## config.mk

```make
export PLATFORM = sky130hd
export DESIGN_NAME = vga_timing_rx
export DESIGN_NICKNAME = d
export VERILOG_FILES = /design/src/rtl/vga_pkg.sv /design/src/rtl/vga_edge_det.sv /design/src/rtl/vga_timing_rx.sv
export SDC_FILE = /design/constraint.sdc
export NUM_CORES = 1
export LEC_CHECK = 0
export CAP_MARGIN = 20
export CELL_PAD_IN_SITES_DETAIL_PLACEMENT = 0
export CELL_PAD_IN_SITES_GLOBAL_PLACEMENT = 1
export CORE_MARGIN = 8
export CORE_UTILIZATION = 25
export DETAILED_ROUTE_END_ITERATION = 7
export PLACE_DENSITY = 0.56
export SLEW_MARGIN = 20
export SYNTH_ARGS = -nofsm -noshare
export SYNTH_HDL_FRONTEND = slang
export SYNTH_SLANG_ARGS = --single-unit
```

## constraint.sdc

```tcl
create_clock -name clk -period 3 [get_ports clk]
set_input_delay 0.9 -clock clk [delete_from_list [all_inputs] [get_ports clk]]
set_output_delay 0.9 -clock clk [all_outputs]
set_load 0.02 [all_outputs]
```

## src/rtl/vga_pkg.sv

```systemverilog
// Shared timing defaults and FSM state encoding for the VGA timing receiver.
package vga_pkg;

  localparam int unsigned HTotalDef     = 800;
  localparam int unsigned VTotalDef     = 525;
  localparam int unsigned HVisibleDef   = 640;
  localparam int unsigned VVisibleDef   = 480;
  localparam int unsigned HSyncStartDef = 656;
  localparam int unsigned VSyncStartDef = 490;
  localparam int unsigned LockFramesDef = 2;

  typedef enum logic [1:0] {
    StSearch,
    StHAligned,
    StVerify,
    StLocked
  } state_e;

endpackage

```

## src/rtl/vga_edge_det.sv

```systemverilog
// Input register for one active-low sync plus a one-cycle falling-edge pulse.
module vga_edge_det (
  input  logic clk,
  input  logic reset,
  input  logic d,
  output logic fall
);

  logic q;
  logic q_prev;

  // Syncs idle high, so both stages reset to 1 to avoid a spurious edge.
  always_ff @(posedge clk) begin
    if (reset) begin
      q      <= 1'b1;
      q_prev <= 1'b1;
    end else begin
      q      <= d;
      q_prev <= q;
    end
  end

  assign fall = q_prev & ~q;

endmodule

```

## src/rtl/vga_timing_rx.sv

```systemverilog
// VGA timing receiver: recovers x/y from syncs, locks after clean frames, counts sync errors.
// Optional per-frame colour checksum enabled by defining VGA_RX_CHECKSUM_EN.
module vga_timing_rx
  import vga_pkg::*;
#(
  parameter int unsigned H_TOTAL      = HTotalDef,
  parameter int unsigned V_TOTAL      = VTotalDef,
  parameter int unsigned H_VISIBLE    = HVisibleDef,
  parameter int unsigned V_VISIBLE    = VVisibleDef,
  parameter int unsigned H_SYNC_START = HSyncStartDef,
  parameter int unsigned V_SYNC_START = VSyncStartDef,
  parameter int unsigned LOCK_FRAMES  = LockFramesDef
) (
  input  logic        clk,
  input  logic        reset,
  input  logic        hsync_in,
  input  logic        vsync_in,
  input  logic [2:0]  red_in,
  input  logic [2:0]  green_in,
  input  logic [2:0]  blue_in,
  output logic [10:0] x,
  output logic [9:0]  y,
  output logic [2:0]  red,
  output logic [2:0]  green,
  output logic [2:0]  blue,
  output logic        pixel_valid,
  output logic        locked,
  output logic        frame_start,
  output logic        sync_err,
  output logic [7:0]  err_count,
  output logic [15:0] checksum,
  output logic        checksum_valid
);

  localparam logic [10:0] HLast       = 11'(H_TOTAL - 1);
  localparam logic [9:0]  VLast       = 10'(V_TOTAL - 1);
  localparam logic [10:0] HSyncStart  = 11'(H_SYNC_START);
  localparam logic [9:0]  VSyncStart  = 10'(V_SYNC_START);
  localparam logic [10:0] HVis        = 11'(H_VISIBLE);
  localparam logic [9:0]  VVis        = 10'(V_VISIBLE);
  localparam logic [7:0]  LockFrames  = 8'(LOCK_FRAMES);
  // The edge is seen while hc labels the sync-start sample, so the reload is one pixel on.
  localparam logic [10:0] HLoad = (H_SYNC_START + 1 >= H_TOTAL) ? 11'd0 : 11'(H_SYNC_START + 1);

  logic        hs_fall, vs_fall;
  logic [8:0]  rgb_q;
  logic [10:0] hc, hc_d;
  logic [9:0]  vc, vc_d;
  logic [7:0]  clean_q, clean_d;
  state_e      state_q, state_d;
  logic        hs_err, vs_err, err, pv_d;

  vga_edge_det u_hs_edge (
    .clk   (clk),
    .reset (reset),
    .d     (hsync_in),
    .fall  (hs_fall)
  );

  vga_edge_det u_vs_edge (
    .clk   (clk),
    .reset (reset),
    .d     (vsync_in),
    .fall  (vs_fall)
  );

  always_comb begin
    hs_err  = (state_q != StSearch) && (hs_fall != (hc == HSyncStart));
    vs_err  = ((state_q == StVerify) || (state_q == StLocked)) &&
              (vs_fall != ((hc == 11'd0) && (vc == VSyncStart)));
    err     = hs_err | vs_err;
    hc_d    = (hc == HLast) ? 11'd0 : hc + 11'd1;
    vc_d    = vc;
    if (hc == HLast) vc_d = (vc == VLast) ? 10'd0 : vc + 10'd1;
    state_d = state_q;
    clean_d = clean_q;
    if (err) begin
      state_d = StSearch;
    end else begin
      case (state_q)
        StSearch: begin
          if (hs_fall) begin
            hc_d    = HLoad;
            state_d = StHAligned;
          end
        end
        StHAligned: begin
          if (vs_fall && (hc == 11'd0)) begin
            vc_d    = VSyncStart;
            clean_d = 8'd0;
            state_d = StVerify;
          end
        end
        StVerify, StLocked: begin
          if (vs_fall) begin
            if (clean_q != 8'hFF) clean_d = clean_q + 8'd1;
            if ((state_q == StVerify) && (clean_d >= LockFrames)) state_d = StLocked;
          end
        end
        default: state_d = StSearch;
      endcase
    end
    pv_d = (state_d == StLocked) && (hc < HVis) && (vc < VVis);
  end

  always_ff @(posedge clk) begin
    if (reset) begin
      state_q     <= StSearch;
      clean_q     <= 8'd0;
      hc          <= 11'd0;
      vc          <= 10'd0;
      rgb_q       <= 9'd0;
      x           <= 11'd0;
      y           <= 10'd0;
      red         <= 3'd0;
      green       <= 3'd0;
      blue        <= 3'd0;
      locked      <= 1'b0;
      pixel_valid <= 1'b0;
      frame_start <= 1'b0;
      sync_err    <= 1'b0;
      err_count   <= 8'd0;
    end else begin
      state_q              <= state_d;
      clean_q              <= clean_d;
      hc                   <= hc_d;
      vc                   <= vc_d;
      rgb_q                <= {red_in, green_in, blue_in};
      x                    <= hc;
      y                    <= vc;
      {red, green, blue}   <= rgb_q;
      locked               <= (state_d == StLocked);
      pixel_valid          <= pv_d;
      frame_start          <= pv_d && (hc == 11'd0) && (vc == 10'd0);
      sync_err             <= err;
      if (err && (err_count != 8'hFF)) err_count <= err_count + 8'd1;
    end
  end

`ifdef VGA_RX_CHECKSUM_EN
  localparam logic [10:0] HLastVis = 11'(H_VISIBLE - 1);
  localparam logic [9:0]  VLastVis = 10'(V_VISIBLE - 1);

  logic [15:0] acc_q;
  logic [15:0] pix;
  logic        frame_ok_q;
  logic        last_pix;

  assign pix      = {7'd0, red, green, blue};
  assign last_pix = pixel_valid && (x == HLastVis) && (y == VLastVis);

  // frame_ok_q drops on any loss of lock so a torn frame never reports a checksum.
  always_ff @(posedge clk) begin
    if (reset) begin
      acc_q          <= 16'd0;
      frame_ok_q     <= 1'b0;
      checksum       <= 16'd0;
      checksum_valid <= 1'b0;
    end else begin
      checksum_valid <= 1'b0;
      if (frame_start)      acc_q <= pix;
      else if (pixel_valid) acc_q <= acc_q + pix;
      if (!locked)          frame_ok_q <= 1'b0;
      else if (frame_start) frame_ok_q <= 1'b1;
      if (last_pix && (frame_ok_q || frame_start)) begin
        checksum       <= (frame_start ? 16'd0 : acc_q) + pix;
        checksum_valid <= 1'b1;
      end
    end
  end
`else
  assign checksum       = 16'd0;
  assign checksum_valid = 1'b0;
`endif

endmodule

```

# After elaboration in Yosys (flattened, before gate mapping)
# Index checks and enable logic that the tools add are counted.
[totals]
word_cells = 86
out_inout_bits = 59
inputBits = 13
ff_bits = 86
[op_classes]
n_eq_ne = 14
n_reduce_logical = 18
n_lt_le_gt_ge = 3
bitwise = 6
muxes = 22
add_sub_neg = 4
[op_table]
columns = ["cell", "n"]
rows = [
  ["10-bit two-way mux", 5],
  ["8-bit two-way mux", 6],
  ["11-bit two-way mux", 4],
  ["11-bit by 10-bit == test with 1-bit output (second input constant)", 2],
  ["8-bit by 1-bit adder with 8-bit output (second input constant)", 2],
  ["8-bit != test (second input constant)", 2],
  ["8-bit one-hot mux with 2 select lines", 1],
  ["11-bit by 1-bit adder with 11-bit output (second input constant)", 1],
  ["11-bit logical NOT", 1],
  ["11-bit by 10-bit less-than comparator with 1-bit output (second input constant)", 1],
  ["10-bit by 1-bit adder with 10-bit output (second input constant)", 1],
  ["10-bit == test (second input constant)", 1],
  ["10-bit by 9-bit == test with 1-bit output (second input constant)", 1],
  ["1-bit logical AND", 10],
  ["10-bit logical NOT", 1],
  ["10-bit by 9-bit less-than comparator with 1-bit output (second input constant)", 1],
  ["2-bit two-way mux", 5],
  ["8-bit by 2-bit greater-or-equal comparator with 1-bit output (second input constant)", 1],
  ["2-bit == test (second input constant)", 3],
  ["2-bit one-hot mux with 3 select lines", 1],
  ["2-bit != test (second input constant)", 2],
  ["4-bit AND reduction", 1],
  ["2-bit nonzero test", 2],
  ["1-bit NOT", 3],
  ["7 further kinds", 9],
]

# Logic depth before layout (Yosys ltp)
[depth]
depth_word = 17
depth_mapped = 10
depth_no_buf = 9

# Hierarchy
# Synthesis repeated with hierarchy kept, for this count alone.
[hier_totals]
cells_unflattened = 386
area_unflattened_um2 = 3584.7
[modules_own_cells]
columns = ["module", "seq_area_each_um2", "instances", "cells_per_inst", "area_per_inst_um2"]
rows = [
  ["vga_timing_rx", 1641.6, 1, 376, 3462.1],
  ["vga_edge_det", 40.0, 2, 5, 61.3],
]

# Worst setup path after synthesis
# No wires, ideal clock.
[synth_timing]
kind = "register to register"
startpoint = "reg vc[0]"
endpoint = "reg clean_q[5]"
stages_incl_launch_ff = 10
setup_time_ps = 128
synth_period_minus_slack_ps = 2300
path_buffers = 1
setup_slack_ps = 700
t_required_ps = 2872
t_arrival_ps = 2173
path_cell_list = "dfxtp_1 -> inv_1 -> ha_1 -> nand2_1 -> or3_1 -> or4b_2 -> a21oi_4 -> buf_6 -> mux2i_1 -> nor2_1"
[synth_via]
elab_chain_len = 7
[synth_lines]
columns = ["element", "line", "source"]
rows = [
  ["from (decl)", "vga_timing_rx.sv:48", "logic [9:0] vc, vc_d;"],
  ["from (signal assigned)", "vga_timing_rx.sv:127", "vc <= vc_d;"],
  ["10-bit by 9-bit == test with 1-bit output", "vga_timing_rx.sv:70", "(vs_fall != ((hc == 11'd0) && (vc == VSyncStart)));"],
  ["1-bit logical AND", "vga_timing_rx.sv:70", ""],
  ["1-bit != test", "vga_timing_rx.sv:70", ""],
  ["1-bit logical AND", "vga_timing_rx.sv:69", "vs_err = ((state_q == StVerify) || (state_q == StLocked)) &&"],
  ["1-bit bitwise OR", "vga_timing_rx.sv:71", "err = hs_err | vs_err;"],
  ["1-bit NOT (no source line)", "n/a", ""],
  ["4-bit AND reduction (no source line)", "n/a", ""],
  ["to (signal assigned)", "vga_timing_rx.sv:125", "clean_q <= clean_d;"],
  ["to (decl)", "vga_timing_rx.sv:49", "logic [7:0] clean_q, clean_d;"],
]
# No other way between the ends.
# A chain may end at the register's enable or synchronous reset.

# Worst setup path in the final report
[layout_timing]
startpoint = "reg vc[5]"
endpoint = "reg clean_q[7]"
# The elaborated chain is that of the path after synthesis.

==> results.py <==
metrics = {
    "run_status": {
        "status": "completed",
    },
    "cells_and_area": {
        "layout-drive-gt1-share_pct": 11.0,
        "layout_common_cells": "dfxtp_1, clkdlybuf4s50_1, nor2_1",
        "layout.cells.non_filler": 624,
        "antennaDiodeCount": 0,
        "fillers": 1449,
        "areaGrowthSynthToFinish_pct": 26.7,
        "seqCellArea_um2": 1720,
        "nets": 459,
        "multi_input_area_um2": 1690,
        "finish.utilization_pct": 32.6,
        "final_common_cell": "dfxtp_1",
    },
    "global_route": {
        "grt_max_degree": 24,
        "grt_pass1_vias": 2596,
        "grt_pass1_wl_mm": 13.0,
        "grtUsageTotal_pct": 8.95,
        "gr-total-overflow": 0,
        "antenna_found_initial": 0,
    },
    "yosys": {
        "synth_edf_count": 0,
        "ys_seq_area_share_pct": 48.0,
        "synth_top_area_share_pct": 48.0,
        "synth_top_family_by_area": "simple AND/OR/NAND/NOR gates",
        "ys_types": 57,
        "synth-xor-area-share_pct": 4.39,
        "synth_top_area_cell": "dfxtp_1",
        "synth-compound-area-share_pct": 8.82,
        "ys.flop_type": "dfxtp_1",
        "synth_fa_ha_area_share_pct": 2.44,
        "synthArstFlopShare_pct": 0,
        "synth_area_um2": 3590,
        "synthCells": 384,
        "syn_area_per_cell_um2": 9.35,
        "synth.area.mux_share_pct": 2.65,
        "ys_ff_latch": 86,
        "synth-simple-area-share_pct": 27.1,
        "yosys_warnings": 0,
        "ys_top_cells_by_area": "dfxtp_1, nor2b_1, nor2_1",
    },
    "sta": {
        "fmax_ghz": 0.377,
        "finalCriticalPeriod_ps": 2650,
        "fin_crit_sh_pct": 88.3,
        "tightestPinTransition_ps": 501,
        "rsz0062_at_grt": "no",
        "relSlewSlack_pct": 66.1,
        "tns_ps": 0,
        "finalHoldViolCount": 0,
        "finClkSkew_ps": 7.37,
        "drv_slew": 0,
        "setup_viol": 0,
    },
    "drt": {
        "drt-total-wl_mm": 8.03,
        "drc_errors": 0,
        "dr.pass1.iters": 5,
        "ant_nets": 0,
        "drtIter0Drc": 182,
        "wire_per_inst_um": 12.9,
        "dr_total_vias": 2713,
        "via_per_inst": 4.35,
    },
    "clock_tree": {
        "clk-insertion-delay-late_ps": 340,
        "cts_tree": "yes",
        "clkTransAtPathRegs_ps": 60,
        "cts.sink_count": 86,
        "cts_root_buf": "clkbuf_16",
        "clockBufferDepth": 2,
        "postCtsSetupBuffers": 0,
        "cts_resized": 0,
        "postCtsHoldBufs": 0,
        "htreeDepth": 3,
        "cts_inserted_buffers": 9,
    },
    "place": {
        "place.gp.congestion": 0.766,
        "place_inst": 608,
        "io_buffers": 54,
        "place_hpwl_mm": 5.82,
    },
    "critical_path": {
        "critPathRequiredTime_ps": 3250,
        "start_kind": "flip-flop",
        "path_max_fanout": 15,
        "critPathCaptureType": "flip-flop",
        "arrival_ps": 2900,
        "path_class": "flip-flop to flip-flop",
    },
    "die": {
        "coreArea_um2": 13900,
        "die_area_um2": 18400,
        "dieWidth_um": 136,
        "rows": 43,
        "dieHeight_um": 136,
        "start_util_pct": 25.8,
        "io_pins": 72,
    },
    "power_and_ir_drop": {
        "power_density_nw_per_um2": 530,
        "finalPower_w": 0.00241,
        "leakage_nw": 1.72,
        "ir_drop_mv": 0.230,
    },
    "flow_run": {
        "max-cap-violations": 0,
    },
    "hold_path": {
        "hp-class": "flip-flop to flip-flop",
    },
}
-- layer usage --
metal / routed length, µm / GRT usage (%)
met5: 0 / 0
met4: 166 / 4.63
met3: 465 / 3.54
met2: 3490 / 12.7
met1: 3920 / 11.4
-- per-stage QoR --
stage / hold slack (ps) / instance area [µm²] / setup WS [ps]
2_1_floorplan: 409 / 3650 / 700
3_3_place_gp: 418 / 4260 / 439
3_5_place_dp: 424 / 4260 / 331
4_1_cts: 438 / 4550 / 329
5_1_grt: 453 / 4550 / 193
6_report: 434 / 4550 / 350
-- sequential cells by signal, indices dropped and copies added, names as in the netlist, 2 cells and up --
name       flops
blue           3
red            3
hc            11
x             11
vc            10
y             10
state_q        2
green          3
clean_q        8
rgb_q          9
err_count      8
-- cell type report --
cell class / count / share of cell area, %
repair buffers: 60 / 12.8
well taps: 180 / 4.95
clock inverters: 3 / 0.385
clock buffers: 13 / 5.94
flip-flops and latches: 86 / 37.9
inverters: 10 / 0.826
multi-input cells: 272 / 37.3
-- Yosys cell counts, types with 8 or more instances --
master	count
nand3_1	12
nor2b_1	37
xnor2_1	10
and3_1	9
a21oi_1	13
buf_4	18
dfxtp_1	86
nand4_1	13
inv_1	10
clkbuf_1	10
nand2_1	31
xor2_1	8
nor2_1	42
-- cell families after synthesis --
kind of cell             after synthesis
AND/OR/NAND/NOR                      179
AO/OA/AOI/OAI                         42
flip-flops                            86
other                                  1
buffers and inverters                 42
adder cells (fa/ha/maj)                7
multiplexers                           9
XOR/XNOR                              18
-- report_power, final --
group          leakage [nW]  internal (W)  total (W)  switching (W)
combinational         0.879     0.0000671   0.000159      0.0000919
sequential            0.700       0.00117    0.00119      0.0000180
clock                 0.142      0.000626    0.00106       0.000438
total                  1.72       0.00186    0.00241       0.000547
-- path summary, 6_finish.rpt --
path                                          start                 endpoint  slack [ps]  depth (start not counted)
worst max-delay path               vc[5]$_SDFF_PP0_  clean_q[7]$_SDFFE_PP0P_         350                          6
worst min-delay path            rgb_q[1]$_SDFF_PP0_       blue[1]$_SDFF_PP0_         430                          1
worst max register to register     vc[5]$_SDFF_PP0_  clean_q[7]$_SDFFE_PP0P_         350                          6
worst min register to register  rgb_q[1]$_SDFF_PP0_       blue[1]$_SDFF_PP0_         430                          1
-- worst max-delay path: stages, from the launching register on --
cell	delay (ps)
dfxtp_1	440
nand4_1	190
or3_1	440
or4b_2	670
a21oi_4	430
a41oi_1	180
a211oi_1	220
(Power assumes the default switching activity.)
